===== src/rtl/can_pkg.sv =====
// Shared CAN package: bit-destuffer FSM states and the default stuffing run length.
// The stuffing transmitter uses the same run-length constant.
package can_pkg;

   // Standard CAN stuffing: a complement bit follows five equal bits.
   localparam int unsigned StuffLimitDefault = 5;

   typedef enum logic [1:0] {
      StIdle        = 2'd0,
      StRun         = 2'd1,
      StExpectStuff = 2'd2,
      StError       = 2'd3
   } destuff_state_e;

endpackage


===== src/rtl/can_run_counter.sv =====
// Run-length tracker: remembers the last bit and the length of the current run of
// equal bits. It also flags when accepting bit_i would make the run reach StuffLimit.
module can_run_counter #(
   parameter int unsigned StuffLimit = can_pkg::StuffLimitDefault
) (
   input  logic clk_i,
   input  logic rst_i,       // synchronous, active-high
   input  logic clear_i,     // back to idle: count 0, last recessive
   input  logic restart_i,   // new frame: treat the current count as 0
   input  logic advance_i,   // accept bit_i into the run
   input  logic zero_i,      // unchecked bit: forget the run
   input  logic bit_i,
   output logic same_o,      // bit_i equals the last bit
   output logic limit_hit_o  // accepting bit_i makes the run StuffLimit long
);

   localparam int unsigned CntW = $clog2(StuffLimit + 1);
   localparam logic [CntW-1:0] Limit = CntW'(StuffLimit);

   logic [CntW-1:0] count_q, count_d, count_eff, run_next;
   logic            last_q, last_d;

   // Length the run would have if bit_i were accepted; saturates at the limit.
   always_comb begin
      count_eff = restart_i ? '0 : count_q;
      if (count_eff == '0 || bit_i != last_q) begin
         run_next = CntW'(1);
      end else if (count_eff >= Limit) begin
         run_next = Limit;
      end else begin
         run_next = count_eff + CntW'(1);
      end
      same_o      = (bit_i == last_q);
      limit_hit_o = (run_next == Limit);
   end

   // Next run state.
   always_comb begin
      count_d = count_q;
      last_d  = last_q;
      if (clear_i) begin
         count_d = '0;
         last_d  = 1'b1;
      end else if (advance_i) begin
         count_d = run_next;
         last_d  = bit_i;
      end else if (zero_i) begin
         count_d = '0;
         last_d  = bit_i;
      end else if (restart_i) begin
         count_d = '0;
      end
   end

   // Run registers.
   always_ff @(posedge clk_i) begin
      if (rst_i) begin
         count_q <= '0;
         last_q  <= 1'b1;
      end else begin
         count_q <= count_d;
         last_q  <= last_d;
      end
   end

endmodule


===== src/rtl/can_bit_destuff.sv =====
// CAN receive bit de-stuffer: removes stuff bits, flags stuff-rule violations.
// Optional build macro CAN_DESTUFF_STATS_EN adds saturating drop/error counters.
module can_bit_destuff
   import can_pkg::*;
#(
   parameter int unsigned STUFF_LIMIT = StuffLimitDefault
) (
   input  logic       clk,
   input  logic       rst,
   input  logic       sample_point,
   input  logic       rx_bit,
   input  logic       frame_start,
   input  logic       frame_abort,
   input  logic       stuff_en,
   output logic       data_bit,
   output logic       data_valid,
   output logic       stuff_drop,
   output logic       stuff_error,
   output logic       err_flag
`ifdef CAN_DESTUFF_STATS_EN
   ,
   output logic [7:0] drop_count,
   output logic [7:0] error_count
`endif
);

   destuff_state_e state_q, state_d, proc_state;
   logic data_bit_q, data_bit_d, valid_q, valid_d, drop_q, drop_d;
   logic serr_q, serr_d, err_flag_q, err_flag_d;
   logic cnt_clear, cnt_restart, cnt_adv, cnt_zero, cnt_same, cnt_limit_hit;

   can_run_counter #(
      .StuffLimit (STUFF_LIMIT)
   ) u_run_counter (
      .clk_i       (clk),
      .rst_i       (rst),
      .clear_i     (cnt_clear),
      .restart_i   (cnt_restart),
      .advance_i   (cnt_adv),
      .zero_i      (cnt_zero),
      .bit_i       (rx_bit),
      .same_o      (cnt_same),
      .limit_hit_o (cnt_limit_hit)
   );

   // Next state and output pulses; abort beats start, start re-enters RUN before the bit.
   always_comb begin
      state_d     = state_q;
      data_bit_d  = data_bit_q;
      valid_d     = 1'b0;
      drop_d      = 1'b0;
      serr_d      = 1'b0;
      err_flag_d  = err_flag_q;
      cnt_clear   = 1'b0;
      cnt_restart = 1'b0;
      cnt_adv     = 1'b0;
      cnt_zero    = 1'b0;
      proc_state  = state_q;
      if (frame_abort) begin
         state_d   = StIdle;
         cnt_clear = 1'b1;
      end else begin
         if (frame_start) begin
            state_d     = StRun;
            proc_state  = StRun;
            err_flag_d  = 1'b0;
            cnt_restart = 1'b1;
         end
         if (sample_point) begin
            unique case (proc_state)
               StRun, StExpectStuff: begin
                  if (!stuff_en) begin
                     valid_d    = 1'b1;
                     data_bit_d = rx_bit;
                     cnt_zero   = 1'b1;
                     state_d    = StRun;
                  end else if (proc_state == StRun) begin
                     valid_d    = 1'b1;
                     data_bit_d = rx_bit;
                     cnt_adv    = 1'b1;
                     state_d    = cnt_limit_hit ? StExpectStuff : StRun;
                  end else if (!cnt_same) begin
                     drop_d  = 1'b1;
                     cnt_adv = 1'b1;
                     state_d = StRun;
                  end else begin
                     serr_d     = 1'b1;
                     err_flag_d = 1'b1;
                     state_d    = StError;
                  end
               end
               default: ;
            endcase
         end
      end
   end

   // FSM and registered outputs.
   always_ff @(posedge clk) begin
      if (rst) begin
         state_q    <= StIdle;
         data_bit_q <= 1'b1;
         valid_q    <= 1'b0;
         drop_q     <= 1'b0;
         serr_q     <= 1'b0;
         err_flag_q <= 1'b0;
      end else begin
         state_q    <= state_d;
         data_bit_q <= data_bit_d;
         valid_q    <= valid_d;
         drop_q     <= drop_d;
         serr_q     <= serr_d;
         err_flag_q <= err_flag_d;
      end
   end

   assign data_bit    = data_bit_q;
   assign data_valid  = valid_q;
   assign stuff_drop  = drop_q;
   assign stuff_error = serr_q;
   assign err_flag    = err_flag_q;

`ifdef CAN_DESTUFF_STATS_EN
   logic [7:0] drop_count_q, drop_count_d, error_count_q, error_count_d;

   // Saturating event counters, cleared only by reset.
   always_comb begin
      drop_count_d  = drop_count_q;
      error_count_d = error_count_q;
      if (drop_d && drop_count_q != 8'hFF) drop_count_d = drop_count_q + 8'd1;
      if (serr_d && error_count_q != 8'hFF) error_count_d = error_count_q + 8'd1;
   end

   // Counter registers.
   always_ff @(posedge clk) begin
      if (rst) begin
         drop_count_q  <= '0;
         error_count_q <= '0;
      end else begin
         drop_count_q  <= drop_count_d;
         error_count_q <= error_count_d;
      end
   end

   assign drop_count  = drop_count_q;
   assign error_count = error_count_q;
`endif

endmodule

===== config.mk =====
export PLATFORM = sky130hd
export DESIGN_NAME = can_bit_destuff
export DESIGN_NICKNAME = d
export VERILOG_FILES = /design/src/rtl/can_pkg.sv /design/src/rtl/can_run_counter.sv /design/src/rtl/can_bit_destuff.sv
export SDC_FILE = /design/constraint.sdc
export NUM_CORES = 1
export LEC_CHECK = 0
export ABC_CLOCK_PERIOD_IN_PS = 3660
export CAP_MARGIN = 0
export CELL_PAD_IN_SITES_DETAIL_PLACEMENT = 1
export CELL_PAD_IN_SITES_GLOBAL_PLACEMENT = 1
export CORE_MARGIN = 2
export CORE_UTILIZATION = 31
export DETAILED_ROUTE_END_ITERATION = 10
export PLACE_DENSITY_LB_ADDON = 0.1
export SYNTH_ARGS = -nofsm -noshare
export SYNTH_HDL_FRONTEND = slang
export SYNTH_HIERARCHICAL = 1
export SYNTH_SLANG_ARGS = --single-unit

===== constraint.sdc =====
create_clock -name clk -period 3.66 [get_ports clk]
set_clock_uncertainty 0.2 [all_clocks]
set_input_delay 0.732 -clock clk [delete_from_list [all_inputs] [get_ports clk]]
set_output_delay 0.732 -clock clk [all_outputs]
set_load 0.005 [all_outputs]

* Word-level counts from Yosys, hierarchy flattened
Cells that the tools add are included.
W data, S select, Z words.
** Word-level totals
- Bits in registers :: 11
** Cells by class
- Bitwise logic cells :: 4
- $add $sub $neg :: 1
- Muxes and demuxes :: 39
- Equality and inequality tests :: 6
- Magnitude comparators :: 1
- Reductions and logical operators :: 9
** Operators with widths (number)
- $mux W1 :: 26
- $mux W2 :: 8
- $mux W3 :: 5
- $reduce_or A2 Y1 :: 3
- $reduce_or A6 Y1 :: 1
- $not A1 Y1 :: 4
- $reduce_and A4 Y1 :: 1
- $reduce_or A4 Y1 :: 1
- $add A3 B1 Y3 const B :: 1
- $eq A3 B3 Y1 const B :: 1
- $ge A3 B3 Y1 const B :: 1
- $logic_not A3 Y1 :: 1
- $eq A2 B1 Y1 const B :: 1
- $eq A2 B2 Y1 const B :: 1
- $ne A2 B1 Y1 const B :: 1
- $reduce_bool A2 Y1 :: 1
- $eq A1 B1 Y1 :: 1
- $logic_or A1 B1 Y1 :: 1
- $ne A1 B1 Y1 :: 1

* Logic depth before layout (Yosys ltp)
Gate-level depths: netlist of the first run.
- Depth after elaboration :: 12
- Mapped depth :: 7

* Cells and area by module
The synthesis of the first run kept the hierarchy.
** By module, submodules not included
- can_bit_destuff :: instances 1, seq. area each 140.1 um^2, cells each 37, area each 339.1 um^2
- can_run_counter :: instances 1, seq. area each 80.1 um^2, cells each 31, area each 249.0 um^2

* Worst setup path before layout of the first run
No wires, ideal clock.
- Path kind :: input to register
- Start point :: input port frame_start
- End point :: register u_run_counter.count_q[0]
- Buffers on the path :: 0
- Data arrival time :: 2.293 ns
- Stages on the path :: 6
- Path slack :: 1.048 ns
- Path through :: or2_2 > ha_1 > nand2b_4 > nor3_1 > nand3_1 > o221a_1
** Between the ends
- Cells in the longest elaborated chain, start to end :: 9
- Elaborated cells on any way between the ends :: 24
- Classes of those cells :: add/sub (1); order compare (1); eq/ne (2); mux (17); reduce/logical (3)
** RTL lines
- from (decl) :: line can_bit_destuff.sv:12 : input logic frame_start,
- $mux W2 * :: line can_bit_destuff.sv:63 : if (frame_start) begin
- $mux W2 * :: line can_bit_destuff.sv:59 : if (frame_abort) begin
- $eq A2 B1 Y1 :: line can_bit_destuff.sv:70, can_bit_destuff.sv:77
- $mux W1 :: line can_bit_destuff.sv:77 : end else if (proc_state == StRun) begin
- $mux W1 :: line can_bit_destuff.sv:72 : if (!stuff_en) begin
- $mux W1 * :: line can_bit_destuff.sv:70 : unique case (proc_state)
- $mux W1 * :: line can_bit_destuff.sv:69 : if (sample_point) begin
- $mux W1 * :: line can_bit_destuff.sv:59
- net cnt_adv :: line can_bit_destuff.sv:30 : logic cnt_clear, cnt_restart, cnt_adv, cnt_zero, cnt_same, cnt_limit_hit;
- $mux W3 * :: line can_run_counter.sv:44 : end else if (advance_i) begin
- to (signal assigned) :: line can_run_counter.sv:61 : count_q <= count_d;
- to (decl) :: line can_run_counter.sv:20 : logic [CntW-1:0] count_q, count_d, count_eff, run_next;
Mark *: on every way through the listed nets, which the timed path passes. The rest lies on a longest branch. The select of a mux whose other input is x is not followed.
A chain may end at the register's enable or synchronous reset.

* Worst setup path after layout of the first run
Ends and elaborated chain as after synthesis.

==> impl_metrics.toml, run 1 <==
[outcome]
status = "completed"

[yosys]
ys.flop_type = "dfxtp_1"
syn_nets = 77
synth_cell_type_count = 28
synthArstFlopShare_pct = 0
ys_ff_latch = 11
syn_area_sq_um = 588
ys_warn_count = 6
synth-edff-count = 0
ys_seq_area_share_pct = 37.4
syn_inst = 68
syn_avg_cell_area_sq_um = 8.65

[placed_design]
gp_congestion = 0.740
place_ws_ps = 598
dpl.hpwl_mm = 1.07
io_buffers = 11
dp_cells = 106
placedInstanceArea_sq_um = 744

[detailed_routing]
detail-route-antenna-nets = 0
via_count = 552
drt-total-wl_mm = 1.46
wl_per_cell_um = 13.3
drt-initial-drc-count = 9
via_per_inst = 5.02
drc = 0
dr.pass1.iters = 4

[timing]
finalSetupViolCount = 0
postLayoutSetupSlackWorst_ps = 867
finalHoldViolCount = 0
tns_ps = 0
finalMaxSlewViolations = 0
period_needed_ps = 2790
rsz0062_at_grt = "no"
slew_headroom_pct = 75.3
period_share_pct = 76.3
max_freq_mhz = 358
tightestPinTransition_ps = 368

[clock_tree]
post-cts-setup-buffer-count = 0
cts-root-buf = "clkbuf_4"
clk-insertion-delay-late_ps = 270
cts_htree_levels = 1
cts_made_buffers = 3
hold_buffers = 0
cts_buffer_depth = 2
clkTransAtPathRegs_ps = 80
cts_resized = 0
cts_sinks = 11
cts_tree = "done"

[floorplanning]
core_sq_um = 1760
start_util_pct = 33.3
ios = 12
fp.dieW_um = 47.6
die_h_um = 47.6
fp.dieArea_sq_um = 2260
core.rowCount = 15

[power_and_ir_drop]
vdd_drop_max_uv = 153
power_density_nw_per_um2 = 323
power.leakage_uw = 0.000286

[global_route]
track_usage_pct = 15.1
grt_pass1_wl_mm = 2.30
grt_overflow_total = 0
grt_max_degree = 11
antenna_found_initial = 0
grt_pass1_vias = 487

[worst_setup_path]
r2r_slack_ps = 1520
crit_type = "in2reg"
critPathMaxFanout = 7
worstPathArrival_ps = 2760
critPathRequiredTime_ps = 3620
startpoint_type = "primary input"
cp-end-kind = "register"

[cells_and_area]
stdcell_count = 110
area_growth_pct = 31.1
final_cell_mix = "dfxtp_1, clkdlybuf4s50_1, nor2_1"
layout-drive-gt1-share_pct = 12.9
antenna_cells = 0
num-nets-final = 95
design_area_sq_um = 771

[run]
cap_violations = 0

[hold_path]
hold_path_class = "reg2reg"
==> power breakdown <==
part	internal, uW	switching, uW	total, uW
sequential	122	1.09	123
clock	42.1	45.2	87.4
combinational	19.2	19.2	38.4
total	183	65.4	249
==> state kept, by name (all words and copies together), names as in the netlist <==
signal / cells
stuff_error: 1
state_q: 2
stuff_drop: 1
data_bit: 1
err_flag: 1
data_valid: 1
u_run_counter/last_q: 1
u_run_counter/count_q: 3
==> cells by family (layout without fill, tap and decap cells) <==
logic type / count (synthesis) / after routing / synth area share [%]
and+or+nand+nor: 40 / 40 / 39.4
AOI/OAI and AO/OA: 10 / 10 / 11.3
xor gates and xnor gates: 1 / 1 / 2.77
muxes: 2 / 2 / 3.62
adders and majority gates: 2 / 2 / 4.25
buffers and inverters: 2 / 19 / 1.28
DFF: 11 / 11 / 37.4
==> critical path, stage by stage <==
cell	delay, ps
clkdlybuf4s50_1	440
or2_2	330
ha_1	330
nand2b_4	180
nor3_1	240
buf_4	200
nand3_1	70
o221a_1	250
==> final timing paths <==
path | start | to | depth (start not counted)
setup / recovery | frame_start | u_run_counter/count_q[0]$_SDFF_PP0_ | 8
hold / removal | data_bit$_SDFFE_PP1P_ | data_bit$_SDFFE_PP1P_ | 1
setup reg to reg | state_q[0]$_SDFF_PP0_ | u_run_counter/count_q[0]$_SDFF_PP0_ | 7
hold reg to reg | data_bit$_SDFFE_PP1P_ | data_bit$_SDFFE_PP1P_ | 1
==> stage by stage <==
stage | power, uW | utilization [%] | hold WS [ps]
after floorplan | 145 | - | 261
final | 249 | 43.7 | 276
after detailed placement | 164 | 42.2 | 260
after global placement | 164 | 42.2 | 251
after global routing | 262 | 43.7 | 306
after CTS | 252 | 43.7 | 283
==> final cells by class <==
type                    count  area, sq um
well taps                  25         31.3
multi-input cells          55          360
inverters                   2         7.51
repair buffers             13          125
fillers                   215          993
clock buffers               4         26.3
flip-flops and latches     11          220
==> Yosys cell counts, types with 2 or more instances <==
library cell	number	area [sq um]
nor3b_1	3	22.5
dfxtp_1	11	220
nor2b_1	2	12.5
nand4_1	2	12.5
nand2_1	4	15.0
a21oi_1	3	15.0
nand2b_1	6	37.5
nand3_1	4	20.0
o21ai_0	3	15.0
ha_1	2	25.0
nor2_1	9	33.8
inv_1	2	7.51
nor3_1	2	10.0
==> layer usage <==
metal	part of all wire, %	vias up	global-route usage, %	wire [um]
met5	0	-	0	0
met4	1.0	0	6.49	15
li1	-	279	-	-
met1	50	256	21.6	727
met3	3.8	2	3.40	55
met2	45	15	21.6	663
No activity file was read; power rests on OpenSTA's default activity.
==> inputs of run 2 (changes only) <==
ABC_CLOCK_PERIOD_IN_PS = 2600   (was 3660)
clock period = 2.6 ns   (was 3.66 ns; I/O delays follow)
==> run 2 against run 1 <==
Effect of this change: power increased by 42%; sequential power grew 41%; setup slack worse by 690 ps; critical endpoint unchanged.
==> impl_metrics.toml, run 2 (synthesis gave the netlist of run 1 again) <==
[worst_setup_path]
cp-end-kind = "register"
worstPathArrival_ps = 2400
crit_type = "in2reg"
critPathMaxFanout = 7
critPathRequiredTime_ps = 2580
startpoint_type = "primary input"

[detailed_routing]
via_per_inst = 5.00
wl_per_cell_um = 12.6
dr.pass1.iters = 4
drt-initial-drc-count = 3
detail-route-antenna-nets = 0
via_count = 580
drt-total-wl_mm = 1.46
drc = 0

[clock_tree]
cts_sinks = 11
post-cts-setup-buffer-count = 0
cts_tree = "done"
hold_buffers = 0
cts_made_buffers = 3
cts_resized = 0
clkTransAtPathRegs_ps = 70
cts_buffer_depth = 2
clk-insertion-delay-late_ps = 280
cts_htree_levels = 1
cts-root-buf = "clkbuf_4"

[global_route]
antenna_found_initial = 0
track_usage_pct = 16.6
grt_pass1_wl_mm = 2.51
grt_overflow_total = 0
grt_max_degree = 10
grt_pass1_vias = 578

[cells_and_area]
multi_input_area_sq_um = 360
final.fill_count = 232
final_cell_mix = "dfxtp_1, clkdlybuf4s50_1, nor2_1"
antenna_cells = 0
layout-drive-gt1-share_pct = 18.7
area_growth_pct = 38.7
reg_top3 = "u_run_counter/count_q: 3 flops, state_q: 2 flops"
largest_register_ffs = 3
regMostFlops = "u_run_counter/count_q"
num-nets-final = 101
seqCellArea_sq_um = 220

[timing]
rsz0062_at_grt = "no"
tightestPinTransition_ps = 381
finalHoldViolCount = 0
max_freq_mhz = 412
finalMaxSlewViolations = 0
finalSetupViolCount = 0
slew_headroom_pct = 74.5
hold_ws_ps = 268
period_needed_ps = 2430
tns_ps = 0
period_share_pct = 93.3

[floorplanning]
start_util_pct = 33.3
die_h_um = 47.6
ios = 12
core_sq_um = 1760
fp.dieArea_sq_um = 2260
fp.dieW_um = 47.6
core.rowCount = 15

[power_and_ir_drop]
power.leakage_uw = 0.000314
sw_frac_of_total_pct = 25.8
p_seq_share_pct = 49.1
internal-power_uw = 262
p_sw_uw = 91.2
power_density_nw_per_um2 = 433
p_clk_share_pct = 34.8
vdd_drop_max_uv = 309
pwr-share-comb_pct = 16.1

[outcome]
status = "completed"

[placed_design]
gp_congestion = 0.799
dpl.hpwl_mm = 1.19
io_buffers = 11

[run]
cap_violations = 0

[hold_path]
hold_path_class = "reg2reg"
[run 2: cell types whose count changed in the layout (fill, tap and decap cells not counted)]
cell	previous run	this run
buf_4	2	8
[run 2: final timing paths]
kind / start / to / slack (ps) / cells past startpoint
min: data_bit$_SDFFE_PP1P_ / data_bit$_SDFFE_PP1P_ / 270 / 1
min reg2reg: data_bit$_SDFFE_PP1P_ / data_bit$_SDFFE_PP1P_ / 270 / 1
max reg2reg: state_q[0]$_SDFF_PP0_ / u_run_counter/count_q[0]$_SDFF_PP0_ / 580 / 7
max: frame_start / u_run_counter/count_q[0]$_SDFF_PP0_ / 170 / 8
[run 2: final cells by class]
cell class                 count  area share, %
inverter                       2          0.920
tap                           25           3.83
timing repair buffer          19           20.9
sequential                    11           27.0
clock buffer                   4           3.22
multi-input combinational     55           44.2
[run 2: power by group through the flow]
stage	sequential [uW]	combinational, uW	clock (uW)
finish	173	56.8	123
global route	174	63.4	139
CTS	173	57.8	131
detailed placement	177	57.2	0
global placement	177	57.2	0
floorplan	177	26.4	0
[run 2: through the flow]
stage          total power [uW]  setup WS, ps  utilization (%)  instances  instance area (sq um)
6_report                    353           173             46.2        116                    816
5_1_grt                     376          55.5             46.2        116                    816
4_1_cts                     362           176             46.2        116                    816
3_5_place_dp                234          -106             44.8        112                    790
3_3_place_gp                235         -84.3             44.8        112                    790
2_1_floorplan               204           200                -         68                    588
[run 2: critical path, cell delays in order]
cell and delay, ps:
clkdlybuf4s50_1 430, or2_2 320, ha_1 310, nand2b_4 160, nor3_1 170, buf_4 170, nand3_1 70, o221a_1 260
[run 2: routing by layer]
| layer | share of wire (%) | global-route usage [%] |
|---|---|---|
| met2 | 48 | 28.4 |
| met5 | 0 | 0 |
| met1 | 46 | 19.0 |
| met4 | 1.5 | 4.86 |
| met3 | 4.2 | 6.79 |
==> inputs of run 3 (changes only) <==
REMOVE_ABC_BUFFERS = 1   (was not set)
==> results of run 3 <==
No change in the layout: final DEF, timing and power equal those of run 2.
